## src/rtl/servo_pkg.sv

```systemverilog
// rtl/servo_pkg.sv - shared servo timing constants and monitor state type
package servo_pkg;

  localparam int CLK_HZ              = 100_000_000;
  localparam int SERVO_PERIOD_CYCLES = 2_000_000;
  localparam int SERVO_MIN_PULSE     = 50_000;
  localparam int SERVO_MAX_PULSE     = 250_000;

  typedef enum logic [1:0] {IDLE, ARM, HIGH, LOW} pwm_mon_state_t;

endpackage

```

## src/rtl/pwm_edge_sync.sv

```systemverilog
// rtl/pwm_edge_sync.sv - two-flop synchroniser plus edge register
// o_s, o_rise and o_fall are mutually aligned: o_rise is high in the first cycle o_s is high.
module pwm_edge_sync (
  input  logic i_clk,
  input  logic i_reset,
  input  logic i_din,
  output logic o_s,
  output logic o_rise,
  output logic o_fall
);

  logic r_meta;
  logic r_sync;
  logic r_s;
  logic r_rise;
  logic r_fall;

  // Synchroniser is left free-running so a line held high through reset is not seen as a new rise.
  always_ff @(posedge i_clk) begin
    r_meta <= i_din;
    r_sync <= r_meta;
  end

  always_ff @(posedge i_clk) begin
    r_s <= r_sync;
    if (i_reset) begin
      r_rise <= 1'b0;
      r_fall <= 1'b0;
    end else begin
      r_rise <= r_sync & ~r_s;
      r_fall <= ~r_sync & r_s;
    end
  end

  assign o_s    = r_s;
  assign o_rise = r_rise;
  assign o_fall = r_fall;

endmodule

```

## src/rtl/servo_pwm_monitor.sv

```systemverilog
// rtl/servo_pwm_monitor.sv - measures servo PWM high time and period, flags range and dead line
module servo_pwm_monitor
  import servo_pkg::*;
#(
  parameter int WIDTH     = 24,
  parameter int MIN_PULSE = SERVO_MIN_PULSE,
  parameter int MAX_PULSE = SERVO_MAX_PULSE,
  parameter int TIMEOUT   = 4_000_000
) (
  input  logic             i_clk,
  input  logic             i_reset,
  input  logic             i_pwm_in,
  output logic             o_sample_valid,
  output logic [WIDTH-1:0] o_pulse_width,
  output logic [WIDTH-1:0] o_period,
  output logic             o_in_range,
  output logic             o_timeout
);

  localparam logic [WIDTH-1:0] LP_MIN     = WIDTH'(MIN_PULSE);
  localparam logic [WIDTH-1:0] LP_MAX     = WIDTH'(MAX_PULSE);
  localparam logic [WIDTH-1:0] LP_TIMEOUT = WIDTH'(TIMEOUT);
  localparam logic [WIDTH-1:0] LP_ONE     = {{(WIDTH-1){1'b0}}, 1'b1};

  logic w_s;
  logic w_rise;
  logic w_fall;

  pwm_edge_sync u_edge_sync (
    .i_clk   (i_clk),
    .i_reset (i_reset),
    .i_din   (i_pwm_in),
    .o_s     (w_s),
    .o_rise  (w_rise),
    .o_fall  (w_fall)
  );

  pwm_mon_state_t   r_state;
  pwm_mon_state_t   w_state_nxt;
  logic [WIDTH-1:0] r_hi_cnt;
  logic [WIDTH-1:0] r_per_cnt;
  logic [WIDTH-1:0] w_hi_nxt;
  logic [WIDTH-1:0] w_per_nxt;
  logic [WIDTH-1:0] w_hi_inc;
  logic [WIDTH-1:0] w_per_inc;
  logic             w_load;
  logic             w_set_tmo;
  logic             r_sample_valid;
  logic [WIDTH-1:0] r_pulse_width;
  logic [WIDTH-1:0] r_period;
  logic             r_in_range;
  logic             r_timeout;

  assign w_hi_inc  = (&r_hi_cnt)  ? r_hi_cnt  : r_hi_cnt  + LP_ONE;
  assign w_per_inc = (&r_per_cnt) ? r_per_cnt : r_per_cnt + LP_ONE;

  // IDLE also accepts a rise: that rise proves the line was low, and it may land right after a timeout.
  always_comb begin
    w_state_nxt = r_state;
    w_hi_nxt    = r_hi_cnt;
    w_per_nxt   = r_per_cnt;
    w_load      = 1'b0;
    w_set_tmo   = 1'b0;
    case (r_state)
      IDLE: begin
        if (w_rise) begin
          w_state_nxt = HIGH;
          w_hi_nxt    = LP_ONE;
          w_per_nxt   = LP_ONE;
        end else if (!w_s) begin
          w_state_nxt = ARM;
        end
      end
      ARM: begin
        if (w_rise) begin
          w_state_nxt = HIGH;
          w_hi_nxt    = LP_ONE;
          w_per_nxt   = LP_ONE;
        end
      end
      HIGH: begin
        if (r_per_cnt >= LP_TIMEOUT) begin
          w_set_tmo   = 1'b1;
          w_state_nxt = IDLE;
        end else begin
          w_per_nxt = w_per_inc;
          if (w_fall) begin
            w_state_nxt = LOW;
          end else begin
            w_hi_nxt = w_hi_inc;
          end
        end
      end
      LOW: begin
        if (w_rise) begin
          w_load      = 1'b1;
          w_state_nxt = HIGH;
          w_hi_nxt    = LP_ONE;
          w_per_nxt   = LP_ONE;
        end else if (r_per_cnt >= LP_TIMEOUT) begin
          w_set_tmo   = 1'b1;
          w_state_nxt = IDLE;
        end else begin
          w_per_nxt = w_per_inc;
        end
      end
      default: w_state_nxt = IDLE;
    endcase
  end

  always_ff @(posedge i_clk) begin
    if (i_reset) begin
      r_state        <= IDLE;
      r_hi_cnt       <= '0;
      r_per_cnt      <= '0;
      r_sample_valid <= 1'b0;
      r_pulse_width  <= '0;
      r_period       <= '0;
      r_in_range     <= 1'b0;
      r_timeout      <= 1'b0;
    end else begin
      r_state        <= w_state_nxt;
      r_hi_cnt       <= w_hi_nxt;
      r_per_cnt      <= w_per_nxt;
      r_sample_valid <= w_load;
      if (w_load) begin
        r_pulse_width <= r_hi_cnt;
        r_period      <= r_per_cnt;
        r_in_range    <= (r_hi_cnt >= LP_MIN) && (r_hi_cnt <= LP_MAX);
        r_timeout     <= 1'b0;
      end else if (w_set_tmo) begin
        r_timeout <= 1'b1;
      end
    end
  end

  assign o_sample_valid = r_sample_valid;
  assign o_pulse_width  = r_pulse_width;
  assign o_period       = r_period;
  assign o_in_range     = r_in_range;
  assign o_timeout      = r_timeout;

endmodule

```

## config.mk

```make
export PLATFORM = sky130hd
export DESIGN_NAME = servo_pwm_monitor
export DESIGN_NICKNAME = d
export VERILOG_FILES = /design/src/rtl/servo_pkg.sv /design/src/rtl/pwm_edge_sync.sv /design/src/rtl/servo_pwm_monitor.sv
export SDC_FILE = /design/constraint.sdc
export NUM_CORES = 1
export LEC_CHECK = 0
export BUFFER_PORTS_ARGS = -buffer_cell sky130_fd_sc_hd__buf_2
export CORE_MARGIN = 4
export CORE_UTILIZATION = 60
export DETAILED_ROUTE_END_ITERATION = 10
export PLACE_DENSITY = 0.89
export SLEW_MARGIN = 25
export SYNTH_ARGS = -nofsm -noshare
export SYNTH_HDL_FRONTEND = slang
export SYNTH_SLANG_ARGS = --single-unit
```

## constraint.sdc

```tcl
create_clock -name i_clk -period 3.3 [get_ports i_clk]
set_clock_uncertainty 0.1 [all_clocks]
set_input_delay 0.66 -clock i_clk [delete_from_list [all_inputs] [get_ports i_clk]]
set_output_delay 0.66 -clock i_clk [all_outputs]
set_load 0.05 [all_outputs]
```

==> results of run 1 <==
[worst paths after layout]
kind	from	end	slack, ps	depth (start not counted)
setup / recovery	r_state[1]$_SDFFE_PP0P_	r_hi_cnt[3]$_SDFFE_PP0P_	850	6
hold / removal	u_edge_sync.r_meta$_DFF_P_	u_edge_sync.r_sync$_DFF_P_	240	0
setup reg to reg	r_state[1]$_SDFFE_PP0P_	r_hi_cnt[3]$_SDFFE_PP0P_	850	6
hold reg to reg	u_edge_sync.r_meta$_DFF_P_	u_edge_sync.r_sync$_DFF_P_	240	0
[synthesized netlist by cell type, drive strengths merged, types with 3 or more instances]
cell type,n,area [sq um]
dfxtp,106,2120
a22o,48,422
nand2,38,145
a21oi,35,175
nand3,33,178
clkbuf,25,108
or4,25,188
o31ai,18,135
nand4,17,106
nor2,15,56.3
inv,14,52.6
o21ai,14,70.1
buf,11,87.6
o211ai,9,67.6
a31oi,8,50.1
and4,7,62.6
nor3,7,35.0
nor4,7,50.1
and2,5,31.3
and3,4,31.3
ha,4,50.1
o31a,4,35.0
a211o,3,26.3
a31o,3,35.0
o211a,3,30.0
[cells in the final DEF, fill, tap and decap left out, types with 9 or more instances in the layout]
| cell | Yosys | routed |
|---|---|---|
| dfxtp_1 | 106 | 106 |
| buf_2 | 4 | 53 |
| a22o_1 | 47 | 47 |
| nand2_1 | 37 | 37 |
| a21oi_1 | 35 | 35 |
| nand3_1 | 32 | 32 |
| or4_1 | 25 | 25 |
| o31ai_1 | 18 | 18 |
| nand4_1 | 17 | 17 |
| inv_1 | 14 | 14 |
| nor2_1 | 15 | 14 |
| o21ai_0 | 12 | 11 |
| o211ai_1 | 9 | 9 |
| clkbuf_8 | 1 | 9 |
[per-layer routing]
layer / wire length (microns) / global-route usage / share of wire / vias up
met5: 0 / 0 / 0 / -
met4: 194 / 0.0865 / 0.018 / 0
met3: 849 / 0.0477 / 0.078 / 18
met2: 4730 / 0.357 / 0.44 / 205
met1: 5060 / 0.364 / 0.47 / 1981
li1: - / - / - / 1980
[power by group through the flow]
stage                     logic, mW  registers (mW)  clock network (mW)
after floorplan              0.0704            1.33                   0
after global placement       0.0871            1.34                   0
after detailed placement     0.0900            1.34                   0
after CTS                    0.0905            1.31               0.766
after global routing          0.103            1.31               0.821
final                        0.0927            1.31               0.769
[stage by stage]
step | area, sq um | instances
finish | 5100 | 633
global route | 5100 | 633
CTS | 5100 | 633
detailed placement | 4910 | 617
global placement | 4910 | 617
floorplan | 4660 | 496
[cells by family after synthesis]
family          count (synthesis)  share of synthesized area
fa+ha+maj                       4                     0.0107
compound gates                162                      0.263
mux                             3                    0.00671
simple gates                  168                      0.205
xor+xnor                        2                    0.00376
buf+inv                        51                     0.0550
flops                         106                      0.455
[state kept, by name (all words and copies together), names as in the netlist]
name and flops:
o_sample_valid 1, o_in_range 1, u_edge_sync.r_sync 1, r_hi_cnt 24
u_edge_sync.o_rise 1, r_per_cnt 24, o_period 24, u_edge_sync.r_meta 1
r_state 2, u_edge_sync.o_fall 1, o_timeout 1, o_pulse_width 24
u_edge_sync.o_s 1
[final cells by class]
type	count	area share
multi-input cells	339	0.452
flip-flops and latches	106	0.416
repair buffers	59	0.0609
clock buffers	9	0.0243
well taps	99	0.0243
clock inverters	7	0.0123
inverters	14	0.0103
==> out/metrics.csv, run 1 <==
stage,metric,value,unit
final_layout,nets,536,
timing,layout_setup_ws,849,ps
clock_network,cts_tree,built,
power,swShare,0.261,
setup_path,worst_setup_path_start_kind,flop,
final_layout,final_util,0.688,
final_layout,num-fill-cells,582,
timing,tightest_slew,863,ps
placement,dp_hpwl,7.30,mm
timing,setup-tns-final,0,ps
setup_path,max_stage_delay,560,ps
timing,finalCritPeriodShare,0.743,
timing,slew_viol_final,0,
clock_network,root_buffer,clkbuf_8,
floorplanning,fp.dieW,96.1,microns
timing,min_period,2450,ps
power,p_total,2.17,mW
floorplanning,die_area,0.00924,sq mm
synthesis,avgSynthCellArea,9.39,sq um
drt,first_pass_iters,5,
timing,setup_viol,0,
timing,final-hold-violation-count,0,
timing,whs,235,ps
setup_path,crit_buf_inv,1,
placement,portBuffers,53,
setup_path,end_kind,flop,
global_route,grt_pass1_wl,18.2,mm
final_layout,multi_input_area,0.00230,sq mm
synthesis,ys_seq_area_frac,0.455,
clock_network,htree_levels,3,
synthesis,synth_edf_count,0,
final_layout,n_antenna_cell,0,
power,vdd_drop_max,0.358,mV
clock_network,cts.sinks,106,
synthesis,syn_inst,496,
synthesis,synth-warning-count,0,
drt,vias_per_cell,6.61,
final_layout,areaGrowthSynthToFinish,9.43,%
setup_path,slowest_stage,or4_1,
setup_path,criticalPathCategory,flop to flop,
power,seqPwrFrac,0.604,
floorplanning,ios,54,
global_route,antenna_found_initial,0,
run,maxCapViolCount,0,
clock_network,clockBufferDepth,2,
clock_network,numCtsBuffers,9,
synthesis,syn_nets,503,
timing,max_freq,0.408,GHz
drt,drt_iter0_markers,467,
placement,post-place-ws,879,ps
global_route,track_usage,0.247,
drt,totalWireLength,10.8,mm
drt,post_drt_wl_per_cell,17.1,microns
setup_path,crit_family,simple AND/OR/NAND/NOR gates,
clock_network,postCtsHoldBufs,0,
power,cellPowerDensity,426,mW/mm^2
floorplanning,die_y,96.1,microns
synthesis,ys.flop_type,dfxtp_1,
synthesis,synth.distinct_cells,63,
synthesis,syn_area,0.00466,sq mm
final_layout,drive_gt1_frac,0.172,
clock_network,path_clk_slew,110,ps
power,p_comb_frac,0.043,
final_layout,regArea,0.00212,sq mm
synthesis,async_reset_ff_frac,0,
synthesis,ys_seq_elements,106,
setup_path,crit_arrival,2670,ps
setup_path,cp.required,3520,ps
floorplanning,row_count,31,
run_status,status,"finished, final reports clean",
clock_network,clock_latency,380,ps
power,intPower,1.61,mW
global_route,grt_overflow,0,
placement,gp_congestion,0.901,
drt,ant_nets,0,
drt,via_count,4184,
power,clock_power_share,0.354,
power,p_leak,1.90,nW
clock_network,post_cts_resize_count,0,
clock_network,cts_setup_buffers,0,
global_route,grt_pass1_vias,3771,
setup_path,path_cells,"buf_4, nor2b_2, mux2_2, a21o_2, or4_1, a21oi_1",
global_route,grt_max_degree,36,
setup_path,worst-path-max-fanout,32,
timing,relSlewSlack,0.421,
timing,grt_setup_unrepaired,no,
drt,remaining_drc_errors,0,
worst_hold_path,min_path_type,flop to flop,
floorplanning,start_util,0.629,
power,p_sw,0.567,mW
floorplanning,core-area,0.00741,sq mm
No activity file was read; power rests on OpenSTA's default activity.
==> run 2, diff against run 1 <==
--- a/config.mk
+++ b/config.mk
@@ -7,9 +7,9 @@
 export LEC_CHECK = 0
 export BUFFER_PORTS_ARGS = -buffer_cell sky130_fd_sc_hd__buf_2
 export CORE_MARGIN = 4
-export CORE_UTILIZATION = 60
+export CORE_UTILIZATION = 58
 export DETAILED_ROUTE_END_ITERATION = 10
-export PLACE_DENSITY = 0.89
+export PLACE_DENSITY = 0.86
 export SLEW_MARGIN = 25
 export SYNTH_ARGS = -nofsm -noshare
 export SYNTH_HDL_FRONTEND = slang
==> constraint.sdc (replaced) <==
create_clock -name i_clk -period 2.4 [get_ports i_clk]
set_clock_uncertainty 0.1 [all_clocks]
set_input_delay 0.48 -clock i_clk [delete_from_list [all_inputs] [get_ports i_clk]]
set_output_delay 0.48 -clock i_clk [all_outputs]
set_load 0.05 [all_outputs]
==> run 2 against run 1 <==
Sequential share of layout area decreased by 1.4 points. Non-clock buffer count increased by 13. Sequential power increased by 37%. Hold slack got worse by 120 ps. Sequential cell count unchanged. Die area increased by 3.2%. Register-to-register slack got worse by 700 ps. Wire length increased by 6.0%. Design area increased by 3.6%.
==> out/metrics.csv, run 2 (synthesis gave the netlist of run 1 again) <==
stage,metric,value,unit,change
run_status,status,"finished, final reports clean",,
clock_network,path_clk_slew,100,ps,about the same
placement,gp_congestion,0.987,,+9.5%
setup_path,slowest_stage,dfxtp_1,,
clock_network,cts_tree,built,,
drt,first_pass_iters,5,,unchanged
final_layout,num-fill-cells,621,,+6.7%
global_route,antenna_found_initial,0,,unchanged
timing,tightest_slew,603,ps,-261 ps
setup_path,crit_arrival,2420,ps,-250 ps
clock_network,htree_levels,3,,unchanged
timing,grt_setup_unrepaired,no,,
floorplanning,start_util,0.600,,-0.0291
global_route,grt_max_degree,33,,-8.3%
clock_network,numCtsBuffers,9,,unchanged
drt,drt_iter0_markers,328,,-30%
global_route,grt_overflow,0,,unchanged
global_route,grt_pass1_vias,3932,,+4.3%
timing,max_freq,0.444,GHz,+8.9%
drt,ant_nets,0,,unchanged
clock_network,root_buffer,clkbuf_8,,
setup_path,reg2reg_depth,6,,unchanged
placement,dpl_cell_area,0.00502,sq mm,+2.2%
final_layout,layout_commonest_cell,dfxtp_1,,
timing,slew_viol_final,0,,unchanged
setup_path,r2r_start,r_per_cnt[16]$_SDFFE_PP0P_,,
drt,remaining_drc_errors,0,,unchanged
final_layout,design_area,0.00528,sq mm,+3.6%
setup_path,worst_setup_path_start_kind,flop,,
global_route,grt_pass1_wl,19.2,mm,+5.5%
setup_path,max_stage_delay,550,ps,about the same
power,vdd_drop_max,0.383,mV,+7.2%
drt,totalWireLength,11.5,mm,+6.0%
final_layout,n_antenna_cell,0,,unchanged
setup_path,rrSetupSlack,150,ps,-700 ps
power,cellPowerDensity,605,mW/mm^2,+42%
floorplanning,die_area,0.00953,sq mm,+3.2%
timing,relSlewSlack,0.597,,+0.177
timing,setup_viol,0,,unchanged
setup_path,crit_end,r_per_cnt[18]$_SDFFE_PP0P_,,
drt,post_drt_wl_per_cell,17.7,microns,+3.4%
clock_network,postCtsHoldBufs,0,,unchanged
placement,dp_hpwl,7.84,mm,+7.3%
power,p_total,3.20,mW,+47%
setup_path,path_cells,"and4_1, nor4bb_1, buf_4, nand3_1, o211a_1, a211o_1",,
setup_path,worst-path-max-fanout,6,,-81%
timing,min_period,2250,ps,-200 ps
clock_network,clockBufferDepth,2,,unchanged
run,maxCapViolCount,0,,unchanged
setup_path,worstSetupStartpoint,r_per_cnt[16]$_SDFFE_PP0P_,,
drt,vias_per_cell,6.57,,-0.53%
final_layout,areaGrowthSynthToFinish,13.3,%,
final_layout,drive_gt1_frac,0.197,,+0.0252
floorplanning,row_count,32,,+3.2%
setup_path,r2r-end,r_per_cnt[18]$_SDFFE_PP0P_,,
setup_path,end_kind,flop,,
floorplanning,ios,54,,unchanged
timing,setup-tns-final,0,ps,unchanged
final_layout,final_cell_mix,"dfxtp_1, buf_2, a22o_1",,
drt,via_count,4267,,+2.0%
timing,finalCritPeriodShare,0.938,,+0.195
setup_path,criticalPathCategory,flop to flop,,
clock_network,clock_latency,370,ps,about the same
floorplanning,fp.dieW,97.6,microns,+1.6%
clock_network,cts.sinks,106,,unchanged
setup_path,cp.required,2570,ps,-950 ps
final_layout,nets,549,,+2.4%
floorplanning,core-area,0.00777,sq mm,+4.8%
floorplanning,die_y,97.6,microns,+1.6%
global_route,track_usage,0.239,,-0.00776
worst_hold_path,min_path_type,input port to flop,,
placement,portBuffers,53,,unchanged
power,p_leak,2.01,nW,+5.4%
timing,final-hold-violation-count,0,,unchanged
==> run 2: cell count changes in the layout (fill, tap and decap cells not counted), moves of 2 or more <==
cell	change
bufinv_16	+2
inv_6	-2
clkinvlp_4	-2
inv_8	+2
buf_4	+12
clkinv_4	+2
==> run 2: how the worst min path moves through the flow <==
| stage | start | depth (start not counted) | end | slack [ps] |
|---|---|---|---|---|
| floorplan | u_edge_sync.r_meta$_DFF_P_ | 0 | u_edge_sync.r_sync$_DFF_P_ | 210 |
| global placement | u_edge_sync.r_meta$_DFF_P_ | 0 | u_edge_sync.r_sync$_DFF_P_ | 210 |
| detailed placement | u_edge_sync.r_meta$_DFF_P_ | 0 | u_edge_sync.r_sync$_DFF_P_ | 220 |
| CTS | i_pwm_in | 1 | u_edge_sync.r_meta$_DFF_P_ | 100 |
| global route | i_pwm_in | 1 | u_edge_sync.r_meta$_DFF_P_ | 110 |
| finish | i_pwm_in | 1 | u_edge_sync.r_meta$_DFF_P_ | 110 |
==> run 2: layer usage <==
metal | vias to the layer above | track usage | share of wire
li1 | 2021 | - | -
met1 | 2022 | 0.335 | 0.45
met2 | 206 | 0.368 | 0.45
met3 | 18 | 0.0359 | 0.087
met4 | 0 | 0.0948 | 0.015
met5 | - | 0 | 0
==> run 2: timing repair <==
action | in CTS | in global routing
setup buffers | 0 | 1
endpoints found under the setup margin | 0 | 21
resized for setup | 0 | 4
hold endpoints to repair | 0 | 0
==> run 2: cell type report <==
cell class | instances | area (sq um) | share of cell area
clock buffers | 9 | 124 | 0.0235
multi-input cells | 339 | 2320 | 0.440
inverters | 14 | 52.6 | 0.00995
well taps | 102 | 128 | 0.0242
repair buffers | 72 | 420 | 0.0796
clock inverters | 7 | 109 | 0.0206
flip-flops and latches | 106 | 2120 | 0.402
==> run 2: critical path, delay by kind of cell (launching register included) <==
kind                   cells  cell delay, ps
AO/OA/AOI/OAI              2             490
buffers and inverters      1             190
flip-flops                 1             550
AND/OR/NAND/NOR            3             820
==> run 2: stage by stage <==
stage          setup WS [ps]   util  std cells  hold slack [ps]
2_1_floorplan            307      -        496              210
3_3_place_gp             237  0.646        632              212
3_5_place_dp             131  0.646        632              215
4_1_cts                 92.7  0.676        648              103
5_1_grt                 27.6  0.680        649              107
6_report                 149  0.680        649              111
==> run 2: power by group <==
part	internal (mW)	total (mW)	switching (mW)
logic	0.0462	0.138	0.0920
registers	1.78	1.80	0.0272
clock network	0.610	1.25	0.645
==> run 3, diff against run 2 <==
--- a/config.mk
+++ b/config.mk
@@ -10,6 +10,7 @@
 export CORE_UTILIZATION = 58
 export DETAILED_ROUTE_END_ITERATION = 10
 export PLACE_DENSITY = 0.86
+export REMOVE_ABC_BUFFERS = 1
 export SLEW_MARGIN = 25
 export SYNTH_ARGS = -nofsm -noshare
 export SYNTH_HDL_FRONTEND = slang
==> run 3 against run 2 <==
Sequential cell count did not move. Clock power shrank 18%. Via count down 1.2%. Critical path depth unchanged. Non-clock buffer count grew 1. Core utilization fell by 0.76 points. Global-route usage shrank 1.2 points. Die area did not move.
==> out/metrics.csv, run 3 (synthesis gave the netlist of run 1 again) <==
stage,metric,value,unit,change
run_status,status,"finished, final reports clean",,
worst_hold_path,hold-path-endpoint,u_edge_sync.r_meta$_DFF_P_,,
timing,final-hold-violation-count,0,,unchanged
timing,layout_setup_ws,77.3,ps,-72.1 ps
drt,post_drt_wl_per_cell,16.9,microns,-4.4%
floorplanning,die_y,97.6,microns,unchanged
setup_path,rrSetupSlack,80,ps,-70 ps
setup_path,r2r_start,r_per_cnt[16]$_SDFFE_PP0P_,,
worst_hold_path,min_path_type,input port to flop,,
final_layout,nets,550,,+0.18%
setup_path,crit_arrival,2490,ps,+70 ps
setup_path,cp.required,2570,ps,about the same
timing,min_period,2320,ps,+72.1 ps
drt,dr.max_layer_used,met4,,
clock_network,postCtsHoldBufs,0,,unchanged
clock_network,numCtsBuffers,9,,unchanged
drt,ant_nets,0,,unchanged
placement,gp_congestion,0.936,,-5.1%
global_route,track_usage,0.227,,-0.0117
setup_path,end_kind,flop,,
setup_path,reg2reg_depth,6,,unchanged
clock_network,htree_levels,3,,unchanged
timing,finalCritPeriodShare,0.968,,+0.0300
final_layout,final_cell_mix,"dfxtp_1, buf_2, a22o_1",,
final_layout,drive_gt1_frac,0.195,,-0.00219
clock_network,root_buffer,clkbuf_8,,
drt,wl_met2,4.95,mm,-3.8%
floorplanning,ios,54,,unchanged
timing,setup_viol,0,,unchanged
placement,dpl_cell_area,0.00503,sq mm,+0.15%
power,vdd_drop_max,0.312,mV,-19%
placement,portBuffers,53,,unchanged
floorplanning,fp.dieW,97.6,microns,unchanged
final_layout,layout_commonest_cell,dfxtp_1,,
final_layout,areaGrowthSynthToFinish,12.1,%,
clock_network,cts_tree,built,,
global_route,grt_pass1_wl,18.2,mm,-5.5%
final_layout,n_antenna_cell,0,,unchanged
run,maxCapViolCount,0,,unchanged
placement,post-place-ws,138,ps,+6.87 ps
setup_path,slowest_stage,dfxtp_1,,
drt,via_count,4216,,-1.2%
setup_path,worst-path-max-fanout,6,,unchanged
timing,slew_viol_final,0,,unchanged
floorplanning,core-area,0.00777,sq mm,unchanged
drt,totalWireLength,11.0,mm,-4.2%
timing,relSlewSlack,0.596,,-0.00168
final_layout,final_util,0.672,,-0.00757
global_route,grt_max_degree,33,,unchanged
final_layout,design_area,0.00522,sq mm,-1.1%
clock_network,clockBufferDepth,2,,unchanged
setup_path,criticalPathCategory,flop to flop,,
placement,dp_hpwl,7.54,mm,-3.8%
timing,whs,98.6,ps,-12.4 ps
drt,remaining_drc_errors,0,,unchanged
timing,tightest_slew,607,ps,+3.98 ps
power,p_leak,1.99,nW,-1.0%
floorplanning,row_count,32,,unchanged
drt,first_pass_iters,5,,unchanged
global_route,grt_pass1_vias,3774,,-4.0%
timing,grt_setup_unrepaired,no,,
power,cellPowerDensity,566,mW/mm^2,-6.4%
drt,drt_iter0_markers,339,,+3.4%
setup_path,max_stage_delay,550,ps,about the same
drt,vias_per_cell,6.49,,-1.3%
worst_hold_path,hold_path.startpoint,i_pwm_in,,
global_route,antenna_found_initial,0,,unchanged
global_route,grt_overflow,0,,unchanged
floorplanning,die_area,0.00953,sq mm,unchanged
clock_network,path_clk_slew,110,ps,about the same
drt,wl_met1,5.20,mm,+0.78%
clock_network,cts.sinks,106,,unchanged
setup_path,path_cells,"and4_1, nor4bb_1, buf_4, nand3_1, o211a_1, a211o_1",,
setup_path,r2r-end,r_per_cnt[18]$_SDFFE_PP0P_,,
worst_hold_path,min_path_cells,1,,unchanged
timing,max_freq,0.431,GHz,-3.1%
power,p_total,2.96,mW,-7.5%
floorplanning,start_util,0.600,,unchanged
drt,wl_met3,733,microns,-27%
final_layout,num-fill-cells,636,,+2.4%
clock_network,clock_latency,380,ps,about the same
setup_path,worst_setup_path_start_kind,flop,,
## run 3: what timing repair did
item                                    CTS  global route
endpoints found under the setup margin    0            15
resized for setup                         0             3
buffers inserted                          0             1
## run 3: cell type report
type | count | area, sq um | share of cell area
clock buffers | 9 | 124 | 0.0237
clock inverters | 7 | 53.8 | 0.0103
inverters | 14 | 52.6 | 0.0101
multi-input cells | 339 | 2310 | 0.443
flip-flops and latches | 106 | 2120 | 0.406
well taps | 102 | 128 | 0.0244
repair buffers | 73 | 428 | 0.0820
## run 3: metrics by stage
stage | TNS (ps) | instances
2_1_floorplan | -27180 | 459
3_3_place_gp | 0 | 633
3_5_place_dp | 0 | 633
4_1_cts | 0 | 649
5_1_grt | 0 | 650
6_report | 0 | 650
## run 3: worst max-delay path by stage
stage	from	to	slack [ps]	cells after the start
4_1_cts	r_per_cnt[12]$_SDFFE_PP0P_	r_per_cnt[8]$_SDFFE_PP0P_	120	5
3_3_place_gp	r_per_cnt[16]$_SDFFE_PP0P_	r_per_cnt[18]$_SDFFE_PP0P_	220	6
3_5_place_dp	r_per_cnt[12]$_SDFFE_PP0P_	r_per_cnt[8]$_SDFFE_PP0P_	140	5
6_report	r_per_cnt[16]$_SDFFE_PP0P_	r_per_cnt[18]$_SDFFE_PP0P_	80	6
2_1_floorplan	r_state[0]$_SDFFE_PP0P_	o_period[12]$_SDFFE_PP0P_	-580	2
5_1_grt	r_per_cnt[12]$_SDFFE_PP0P_	r_hi_cnt[17]$_SDFFE_PP0P_	20	5
## run 3: report_power, final
group	internal [mW]	switching, mW	leakage (nW)	total [mW]
clock	0.387	0.628	0.0939	1.02
combinational	0.0464	0.0948	1.04	0.141
sequential	1.78	0.0240	0.856	1.80
## run 3: layer usage
| layer | up-vias | track usage |
|---|---|---|
| met4 | 0 | 0.0671 |
| li1 | 2018 | - |
| met1 | 2026 | 0.331 |
| met2 | 163 | 0.344 |
| met5 | - | 0 |
| met3 | 9 | 0.0395 |
## run 3: critical path: cells and delay by family, from the launching register on
family	cells	cell delay, ps
AO/OA/AOI/OAI	2	470
buffers and inverters	1	200
flip-flops	1	550
AND/OR/NAND/NOR	3	900
